[config.mk]
export PLATFORM = sky130hd
export DESIGN_NAME = alignment_scheduler
export DESIGN_NICKNAME = d
export VERILOG_FILES = /design/src/rtl/alignment_scheduler_pkg.sv /design/src/rtl/alignment_scheduler_watchdog.sv /design/src/rtl/alignment_scheduler.sv
export SDC_FILE = /design/constraint.sdc
export NUM_CORES = 1
export LEC_CHECK = 0
export BUFFER_PORTS_ARGS = -buffer_cell sky130_fd_sc_hd__buf_2
export CAP_MARGIN = 20
export CORE_ASPECT_RATIO = 0.7
export CORE_UTILIZATION = 55
export CTS_CLUSTER_SIZE = 30
export DETAILED_ROUTE_END_ITERATION = 12
export PLACE_DENSITY_LB_ADDON = 0.05
export RECOVER_POWER = 50
export REMOVE_ABC_BUFFERS = 1
export SLEW_MARGIN = 5
export SYNTH_ARGS = -nofsm -noshare
export SYNTH_HDL_FRONTEND = slang
export SYNTH_SLANG_ARGS = --single-unit
export TNS_END_PERCENT = 30
[constraint.sdc]
create_clock -name clk -period 5.2 [get_ports clk]
set_input_delay 0.26 -clock clk [delete_from_list [all_inputs] [get_ports clk]]
set_output_delay 0.26 -clock clk [all_outputs]
set_load 0.005 [all_outputs]
[src/rtl/alignment_scheduler_pkg.sv]
// Shared types and constants for the temporal-alignment epoch sequencer.
package alignment_pkg;

  localparam int unsigned NUM_SENSORS = 4;

  localparam int unsigned SENS_LIDAR  = 0;
  localparam int unsigned SENS_CAMERA = 1;
  localparam int unsigned SENS_RADAR  = 2;
  localparam int unsigned SENS_IMU    = 3;

  localparam int unsigned DEF_MIN_COUNT      = 2;
  localparam int unsigned DEF_TIMEOUT_CYCLES = 1024;

  typedef enum logic [2:0] {
    ST_IDLE,
    ST_START,
    ST_WAIT_MATCH,
    ST_PICK,
    ST_WAIT_INTERP,
    ST_EMIT
  } state_t;

endpackage

[src/rtl/alignment_scheduler_watchdog.sv]
// Shared watchdog for the two wait states: loads on clear, counts down while
// enabled, and flags timeout once TIMEOUT_CYCLES-1 enabled cycles have elapsed.
module align_watchdog
  import alignment_pkg::*;
#(
  parameter int unsigned TIMEOUT_CYCLES = DEF_TIMEOUT_CYCLES
) (
  input  logic clk,
  input  logic rst_n,
  input  logic i_clr,
  input  logic i_en,
  output logic o_timeout
);

  localparam int unsigned   CW   = $clog2(TIMEOUT_CYCLES + 1);
  localparam logic [CW-1:0] LAST = CW'(TIMEOUT_CYCLES - 1);

  logic [CW-1:0] r_remain;

  // Remaining reaching zero is the same instant as elapsed == TIMEOUT_CYCLES-1.
  assign o_timeout = i_en && (r_remain == '0);

  // Reload on state entry, otherwise count down while a wait state is active.
  always_ff @(posedge clk or negedge rst_n) begin
    if (!rst_n) begin
      r_remain <= '0;
    end else if (i_clr) begin
      r_remain <= LAST;
    end else if (i_en && !o_timeout) begin
      r_remain <= r_remain - 1'b1;
    end
  end

endmodule

[src/rtl/alignment_scheduler.sv]
// Epoch sequencer: starts eligible matchers on sync, collects completions,
// steps the shared interpolator through ok sensors, then closes the frame.
module alignment_scheduler
  import alignment_pkg::*;
#(
  parameter int unsigned NUM_SENSORS    = alignment_pkg::NUM_SENSORS,
  parameter int unsigned CNT_W          = 4,
  parameter int unsigned MIN_COUNT      = DEF_MIN_COUNT,
  parameter int unsigned TIMEOUT_CYCLES = DEF_TIMEOUT_CYCLES
) (
  input  logic                         clk,
  input  logic                         rst_n,
  input  logic                         sync_signal,
  input  logic [NUM_SENSORS*CNT_W-1:0] fifo_count,
  output logic [NUM_SENSORS-1:0]       match_start,
  input  logic [NUM_SENSORS-1:0]       match_done,
  input  logic [NUM_SENSORS-1:0]       match_error,
  output logic                         interp_start,
  output logic [1:0]                   interp_sel,
  input  logic                         interp_valid,
  input  logic                         interp_error,
  output logic [NUM_SENSORS-1:0]       latch_en,
  output logic                         frame_valid,
  output logic [NUM_SENSORS-1:0]       frame_mask,
  output logic                         error,
  output logic                         busy,
  output logic [7:0]                   overrun_count,
  output logic [15:0]                  epoch_count
);

  localparam logic [CNT_W-1:0]       MIN_CNT = CNT_W'(MIN_COUNT);
  localparam logic [NUM_SENSORS-1:0] ONE_1H  = {{(NUM_SENSORS-1){1'b0}}, 1'b1};

  state_t r_state, w_next;

  logic [NUM_SENSORS-1:0] r_elig, r_done, r_ok, r_served, r_mask;
  logic [NUM_SENSORS-1:0] w_elig_now, w_hit, w_cand, w_sel_1h;
  logic [NUM_SENSORS-1:0] r_match_start, r_latch_en, r_frame_mask;
  logic [1:0]             r_sel, w_pick_idx;
  logic                   w_found, w_timeout, w_int_fail, w_overrun, w_err_ev;
  logic                   r_interp_start, r_frame_valid, r_error, r_busy;
  logic [7:0]             r_overrun;
  logic [15:0]            r_epoch;

  assign w_hit      = (r_state == ST_WAIT_MATCH) ? (match_done & r_elig & ~r_done) : '0;
  assign w_cand     = r_ok & ~r_served;
  assign w_found    = |w_cand;
  assign w_sel_1h   = ONE_1H << r_sel;
  assign w_int_fail = (r_state == ST_WAIT_INTERP) && (interp_error || w_timeout);
  assign w_overrun  = sync_signal && (r_state != ST_IDLE);

  align_watchdog #(
    .TIMEOUT_CYCLES(TIMEOUT_CYCLES)
  ) u_watchdog (
    .clk      (clk),
    .rst_n    (rst_n),
    .i_clr    (w_next != r_state),
    .i_en     ((r_state == ST_WAIT_MATCH) || (r_state == ST_WAIT_INTERP)),
    .o_timeout(w_timeout)
  );

  // Eligibility: a sensor needs a bracketing pair in its FIFO.
  always_comb begin
    w_elig_now = '0;
    for (int unsigned i = 0; i < NUM_SENSORS; i++) begin
      w_elig_now[i] = (fifo_count[i*CNT_W +: CNT_W] >= MIN_CNT);
    end
  end

  // Lowest-index ok sensor not yet interpolated.
  always_comb begin
    w_pick_idx = '0;
    for (int unsigned i = NUM_SENSORS; i > 0; i--) begin
      if (w_cand[i-1]) w_pick_idx = 2'(i - 1);
    end
  end

  // State register.
  always_ff @(posedge clk or negedge rst_n) begin
    if (!rst_n) r_state <= ST_IDLE;
    else        r_state <= w_next;
  end

  // Next-state and error-event decode.
  always_comb begin
    w_next   = r_state;
    w_err_ev = 1'b0;
    unique case (r_state)
      ST_IDLE:  if (sync_signal) w_next = ST_START;
      ST_START: w_next = (r_elig == '0) ? ST_EMIT : ST_WAIT_MATCH;
      ST_WAIT_MATCH: begin
        if (|(w_hit & match_error)) w_err_ev = 1'b1;
        if ((r_done | w_hit) == r_elig) begin
          w_next = ST_PICK;
        end else if (w_timeout) begin
          w_next   = ST_PICK;
          w_err_ev = 1'b1;
        end
      end
      ST_PICK: w_next = w_found ? ST_WAIT_INTERP : ST_EMIT;
      ST_WAIT_INTERP: begin
        if (w_int_fail) begin
          w_next   = ST_PICK;
          w_err_ev = 1'b1;
        end else if (interp_valid) begin
          w_next = ST_PICK;
        end
      end
      ST_EMIT: w_next = ST_IDLE;
      default: w_next = ST_IDLE;
    endcase
    if (w_overrun) w_err_ev = 1'b1;
  end

  // Per-epoch bookkeeping. Cleared on sync acceptance so that an empty epoch
  // already sees a zero mask when it enters EMIT straight from START.
  always_ff @(posedge clk or negedge rst_n) begin
    if (!rst_n) begin
      r_elig   <= '0;
      r_done   <= '0;
      r_ok     <= '0;
      r_served <= '0;
      r_mask   <= '0;
      r_sel    <= '0;
    end else begin
      unique case (r_state)
        ST_IDLE: if (sync_signal) begin
          r_elig   <= w_elig_now;
          r_done   <= '0;
          r_ok     <= '0;
          r_served <= '0;
          r_mask   <= '0;
        end
        ST_WAIT_MATCH: begin
          r_done <= r_done | w_hit;
          r_ok   <= r_ok | (w_hit & ~match_error);
        end
        ST_PICK: if (w_found) r_sel <= w_pick_idx;
        ST_WAIT_INTERP: begin
          if (w_int_fail) begin
            r_served <= r_served | w_sel_1h;
            r_mask   <= r_mask & ~w_sel_1h;
          end else if (interp_valid) begin
            r_served <= r_served | w_sel_1h;
            r_mask   <= r_mask | w_sel_1h;
          end
        end
        default: ;
      endcase
    end
  end

  // Registered outputs and counters, timed to the state being entered.
  always_ff @(posedge clk or negedge rst_n) begin
    if (!rst_n) begin
      r_match_start  <= '0;
      r_interp_start <= 1'b0;
      r_latch_en     <= '0;
      r_frame_valid  <= 1'b0;
      r_frame_mask   <= '0;
      r_error        <= 1'b0;
      r_busy         <= 1'b0;
      r_overrun      <= '0;
      r_epoch        <= '0;
    end else begin
      r_match_start  <= ((r_state == ST_IDLE) && sync_signal) ? w_elig_now : '0;
      r_interp_start <= (r_state == ST_PICK) && w_found;
      r_latch_en     <= ((r_state == ST_WAIT_INTERP) && interp_valid && !w_int_fail) ? w_sel_1h : '0;
      r_frame_valid  <= (w_next == ST_EMIT);
      r_error        <= w_err_ev;
      r_busy         <= (w_next != ST_IDLE) && (w_next != ST_EMIT);
      if (w_next == ST_EMIT) begin
        r_frame_mask <= r_mask;
        r_epoch      <= r_epoch + 1'b1;
      end
      if (w_overrun && (r_overrun != 8'hFF)) r_overrun <= r_overrun + 1'b1;
    end
  end

  assign match_start   = r_match_start;
  assign interp_start  = r_interp_start;
  assign interp_sel    = r_sel;
  assign latch_en      = r_latch_en;
  assign frame_valid   = r_frame_valid;
  assign frame_mask    = r_frame_mask;
  assign error         = r_error;
  assign busy          = r_busy;
  assign overrun_count = r_overrun;
  assign epoch_count   = r_epoch;

endmodule

==> impl_table.tex <==
\begin{tabular}{lr}
\hline
Metric & Value \\
\hline
\multicolumn{2}{l}{\textbf{Outcome}} \\
Run status & finished, violations left \\
Violations in the final reports & DRC \\
\multicolumn{2}{l}{\textbf{Setup path}} \\
Max incr delay on CP & 790 ps \\
Launch point of the worst reg-to-reg path & r\_state[1] \\
Maximum fanout count along the critical path & 17 \\
Endpoint of the worst register-to-register path & u\_watchdog.r\_remain[1] \\
Critical Path End Type & register \\
Worst path buffer plus inverter count & 1 \\
Arr. time, crit path & 2940 ps \\
Setup crit start & r\_state[1] \\
Required time of the worst setup path & roughly 5400 ps \\
R2r worst-path depth & 6 \\
Critical path launch point type & register \\
Sequence of cells on the critical path & nor4b\_2 -> buf\_4 -> or3\_1 -> o22a\_1 -> nor4\_2 -> o311ai\_1 \\
Slowest-stage cell, CP & sky130\_fd\_sc\_hd\_\_nor4\_2 \\
Cell class contributing the biggest share of worst-path delay & simple AND/OR/NAND/NOR gates \\
Category of the most critical setup path & register to register \\
R2R Setup Slk & approximately 2400 ps \\
\multicolumn{2}{l}{\textbf{Timing}} \\
Final-report hold violation count & 0 \\
Final period util & 53.2\% \\
Timing-limited maximum frequency & approximately 360 MHz \\
RSZ-0062 raised after global routing & no \\
Setup Skew & between 8 and 9 ps \\
Max\_slew headroom & about 38\% \\
Final sum of negative setup slack & 0 ps \\
Setup violations, final & 0 \\
Final worst path period need & 2770 ps \\
Max-slew violation count & 0 \\
Worst Slack Setup Final & $\sim$2400 ps \\
Pin slew with the least headroom to its limit & approximately 930 ps \\
\multicolumn{2}{l}{\textbf{Logic synthesis}} \\
Synth warnings & 0 \\
Post-Syn Instances & about 330 \\
Area share of the leading cell type in the synthesized netlist & around 53\% \\
Combined area of all synthesized cells & 3560 um\^{}2 \\
Register bit count reported by yosys & 76 \\
Most numerous cell types in the synthesized netlist & 76 x sky130\_fd\_sc\_hd\_\_dfrtp\_1, 33 x sky130\_fd\_sc\_hd\_\_nor2\_1, 30 x sky130\_fd\_sc\_hd\_\_nand2\_1, 19 x sky130\_fd\_sc\_hd\_\_xnor2\_1, 15 x sky130\_fd\_sc\_hd\_\_nand3\_1 \\
Cell type contributing the most total cell area after synthesis & sky130\_fd\_sc\_hd\_\_dfrtp\_1 \\
Number of synthesized flops with an enable pin & 0 \\
Register area share after synthesis & 53.4\% \\
Main area contributors after synthesis & sky130\_fd\_sc\_hd\_\_dfrtp\_1 53\%, sky130\_fd\_sc\_hd\_\_xnor2\_1 4.7\%, sky130\_fd\_sc\_hd\_\_nor2\_1 3.5\%, sky130\_fd\_sc\_hd\_\_xor2\_1 3.4\%, sky130\_fd\_sc\_hd\_\_nand2\_1 3.2\% \\
Share of flip-flops with an asynchronous set or reset after synthesis & 100\% \\
Dominant register cell in the synthesized netlist & sky130\_fd\_sc\_hd\_\_dfrtp\_1 \\
Number of library cell types mapped by synthesis & between 50 and 60 \\
Leading cell type by number of instances after synthesis & sky130\_fd\_sc\_hd\_\_dfrtp\_1 \\
Mean post-synth cell area & about 11 um\^{}2 \\
\multicolumn{2}{l}{\textbf{Min path}} \\
Worst Hold Class & input port to async pin \\
\multicolumn{2}{l}{\textbf{Floorplanning}} \\
Die Span X & $\sim$98 um \\
Number of ports placed on the die boundary & about 70 \\
Area of the die & $\sim$7000 um\^{}2 \\
Placeable core region & approximately 6200 um\^{}2 \\
Die height & around 69 um \\
Number of cell rows & 24 \\
Initial Utilization & around 57\% \\
\multicolumn{2}{l}{\textbf{CTS}} \\
Number of clock sinks & 76 \\
TritonCTS clock tree & built \\
CTS root buf & sky130\_fd\_sc\_hd\_\_clkbuf\_8 \\
Post-CTS Setup Inserts & 0 \\
CTS H-Tree Depth & 3 \\
Clock-pin slew on the worst setup and hold paths & $\sim$80 ps \\
Hold buffer count at CTS & 0 \\
Clock buffer count from CTS & 9 \\
CTS resizes & 0 \\
Latest clock arrival within the worst-skew pair & between 300 and 400 ps \\
Worst-case clock buffer depth & 2 \\
\multicolumn{2}{l}{\textbf{Power}} \\
Switching power share of the total & 35.8\% \\
Leakage power & $\sim$1.9 nW \\
VDD IR-drop max & 0.000255 V \\
Sequential fraction of design power & roughly 45\% \\
Power, Total & just over 2 mW \\
Comb pwr share & between 30\% and 40\% \\
Power share of the clock group & roughly 22\% \\
Internal power component & 1.30 mW \\
Total power density per cell area & $\sim$500 nW/um\^{}2 \\
Switch Pwr & $\sim$0.73 mW \\
\multicolumn{2}{l}{\textbf{Run}} \\
Max-cap violations & 0 \\
\multicolumn{2}{l}{\textbf{Drt}} \\
DRC violations left & 6 \\
Average routed wire per standard cell & between 10 and 15 um \\
Routed vias/inst & 5.48 \\
Detailed-routing iteration count for the pre-antenna-repair pass & 8 \\
Total Routed Length & just under 7 mm \\
Antenna Nets Post-Route & 0 \\
Number of DRC markers after the initial detailed-route iteration & around 190 \\
Vias & around 2600 \\
\multicolumn{2}{l}{\textbf{Global route}} \\
GR Util All Layers & between 20\% and 30\% \\
First-pass GRT wire length & $\sim$12 mm \\
Vias in the first global route & between 2000 and 2500 \\
Met1 track demand over resource in global routing & $\sim$32\% \\
Met3 track utilization from global routing & approximately 7.3\% \\
Number of antenna violations at the first check in global routing & 0 \\
GR Layer Usage met2 & a little under a third \\
Largest net degree at the start of global routing & 77 \\
Remaining global-route overflow & 0 \\
Gr busiest metal & met1 \\
\multicolumn{2}{l}{\textbf{Placement}} \\
Placed wire-length estimate & 4.91 mm \\
Number of port buffers & 66 \\
Cell Count Post-Placement & between 400 and 500 \\
Gp weighted congestion & 0.786 \\
Pre-CTS setup slack & roughly 2400 ps \\
\multicolumn{2}{l}{\textbf{Layout}} \\
Area grow syn2layout & 16.5\% \\
Inserted Diodes & 0 \\
Final non-filler cell total & just under 500 \\
Layout cells sized above 1 & around 23\% \\
Number of nets in the layout & roughly 430 \\
Filler Cell Count & 550 \\
\hline
\end{tabular}
[cell families (layout without fill, tap and decap cells)]
logic type / after synthesis / in the layout / share of synthesized area [%]
muxes: 9 / 9 / 2.70
and+or+nand+nor: 151 / 151 / 23.9
AOI/OAI and AO/OA: 41 / 41 / 8.11
xor gates and xnor gates: 33 / 33 / 8.11
adders and majority gates: 4 / 4 / 1.40
DFF: 76 / 76 / 53.4
buffers and inverters: 18 / 91 / 2.39
[layout by cell type, fill, tap and decap left out, types with 2 or more instances in the layout]
| cell | count |
|---|---|
| sky130_fd_sc_hd__a21o_1 | 6 |
| sky130_fd_sc_hd__a21oi_1 | 7 |
| sky130_fd_sc_hd__a31oi_1 | 4 |
| sky130_fd_sc_hd__and2_1 | 2 |
| sky130_fd_sc_hd__and3_1 | 6 |
| sky130_fd_sc_hd__and3b_1 | 2 |
| sky130_fd_sc_hd__buf_2 | 59 |
| sky130_fd_sc_hd__buf_4 | 3 |
| sky130_fd_sc_hd__clkbuf_1 | 7 |
| sky130_fd_sc_hd__clkbuf_8 | 11 |
| sky130_fd_sc_hd__clkinv_2 | 2 |
| sky130_fd_sc_hd__dfrtp_1 | 76 |
| sky130_fd_sc_hd__ha_1 | 4 |
| sky130_fd_sc_hd__inv_1 | 7 |
| sky130_fd_sc_hd__mux2_2 | 5 |
| sky130_fd_sc_hd__mux2i_1 | 4 |
| sky130_fd_sc_hd__nand2_1 | 30 |
| sky130_fd_sc_hd__nand2b_1 | 6 |
| sky130_fd_sc_hd__nand3_1 | 15 |
| sky130_fd_sc_hd__nand4_1 | 10 |
| sky130_fd_sc_hd__nor2_1 | 33 |
| sky130_fd_sc_hd__nor2b_1 | 12 |
| sky130_fd_sc_hd__nor3_1 | 10 |
| sky130_fd_sc_hd__nor3b_1 | 7 |
| sky130_fd_sc_hd__nor4_1 | 2 |
| sky130_fd_sc_hd__nor4_2 | 2 |
| sky130_fd_sc_hd__nor4_4 | 2 |
| sky130_fd_sc_hd__o21a_1 | 5 |
| sky130_fd_sc_hd__o21ai_0 | 7 |
| sky130_fd_sc_hd__o22a_1 | 2 |
| sky130_fd_sc_hd__or4bb_1 | 2 |
| sky130_fd_sc_hd__xnor2_1 | 19 |
| sky130_fd_sc_hd__xor2_1 | 14 |
[registers in the layout, indices dropped and copies added (netlist names)]
register,flops
busy,1
epoch_count,16
error,1
frame_mask,4
frame_valid,1
interp_sel,2
interp_start,1
latch_en,4
match_start,4
overrun_count,8
r_done,4
r_elig,4
r_mask,4
r_ok,4
r_served,4
r_state,3
u_watchdog.r_remain,11
[final cells by class]
| class | count | area (um^2) | area share (%) |
|---|---|---|---|
| well taps | 78 | 97.6 | 2.35 |
| multi-input cells | 238 | 1580 | 38.1 |
| repair buffers | 68 | 340 | 8.20 |
| clock buffers | 12 | 155 | 3.74 |
| inverters | 7 | 26.3 | 0.633 |
| flip-flops and latches | 76 | 1900 | 45.8 |
| clock inverters | 4 | 47.5 | 1.14 |
[power by group through the flow]
stage | logic (mW) | clock network (mW) | registers, mW
2_1_floorplan | 0.460 | 0 | 0.884
3_3_place_gp | 0.657 | 0 | 0.908
3_5_place_dp | 0.670 | 0 | 0.915
4_1_cts | 0.677 | 0.467 | 0.904
5_1_grt | 0.748 | 0.492 | 0.931
6_report | 0.667 | 0.455 | 0.906
[routing by layer]
layer	vias up	wire length, um	part of all wire, %
met4	0	87	1.3
met2	64	3070	44
met1	1280	3480	50
met5	-	0	0
met3	8	295	4.3
li1	1297	-	-
[worst register-to-register path, stage by stage, from the launching register on]
cell	delay [ps]
sky130_fd_sc_hd__dfrtp_1	690
sky130_fd_sc_hd__nor4b_2	110
sky130_fd_sc_hd__buf_4	210
sky130_fd_sc_hd__or3_1	340
sky130_fd_sc_hd__o22a_1	230
sky130_fd_sc_hd__nor4_2	790
sky130_fd_sc_hd__o311ai_1	220
[stage by stage]
step	hold slack (ps)	utilization, %	area, um^2
after floorplan	-35.6	-	3510
after global placement	451	63.4	3960
after detailed placement	467	63.4	3960
after CTS	89.0	66.6	4160
after global routing	115	66.5	4150
final	60.4	66.5	4150
[worst max path at each step]
stage,end,slack [ps],cells past startpoint
after floorplan,u_watchdog.r_remain[1],2640,5
after global placement,u_watchdog.r_remain[1],2420,6
after detailed placement,u_watchdog.r_remain[1],2410,6
after CTS,u_watchdog.r_remain[1],2390,6
after global routing,u_watchdog.r_remain[1],2170,6
final,u_watchdog.r_remain[1],2430,6
(Power assumes the default switching activity.)
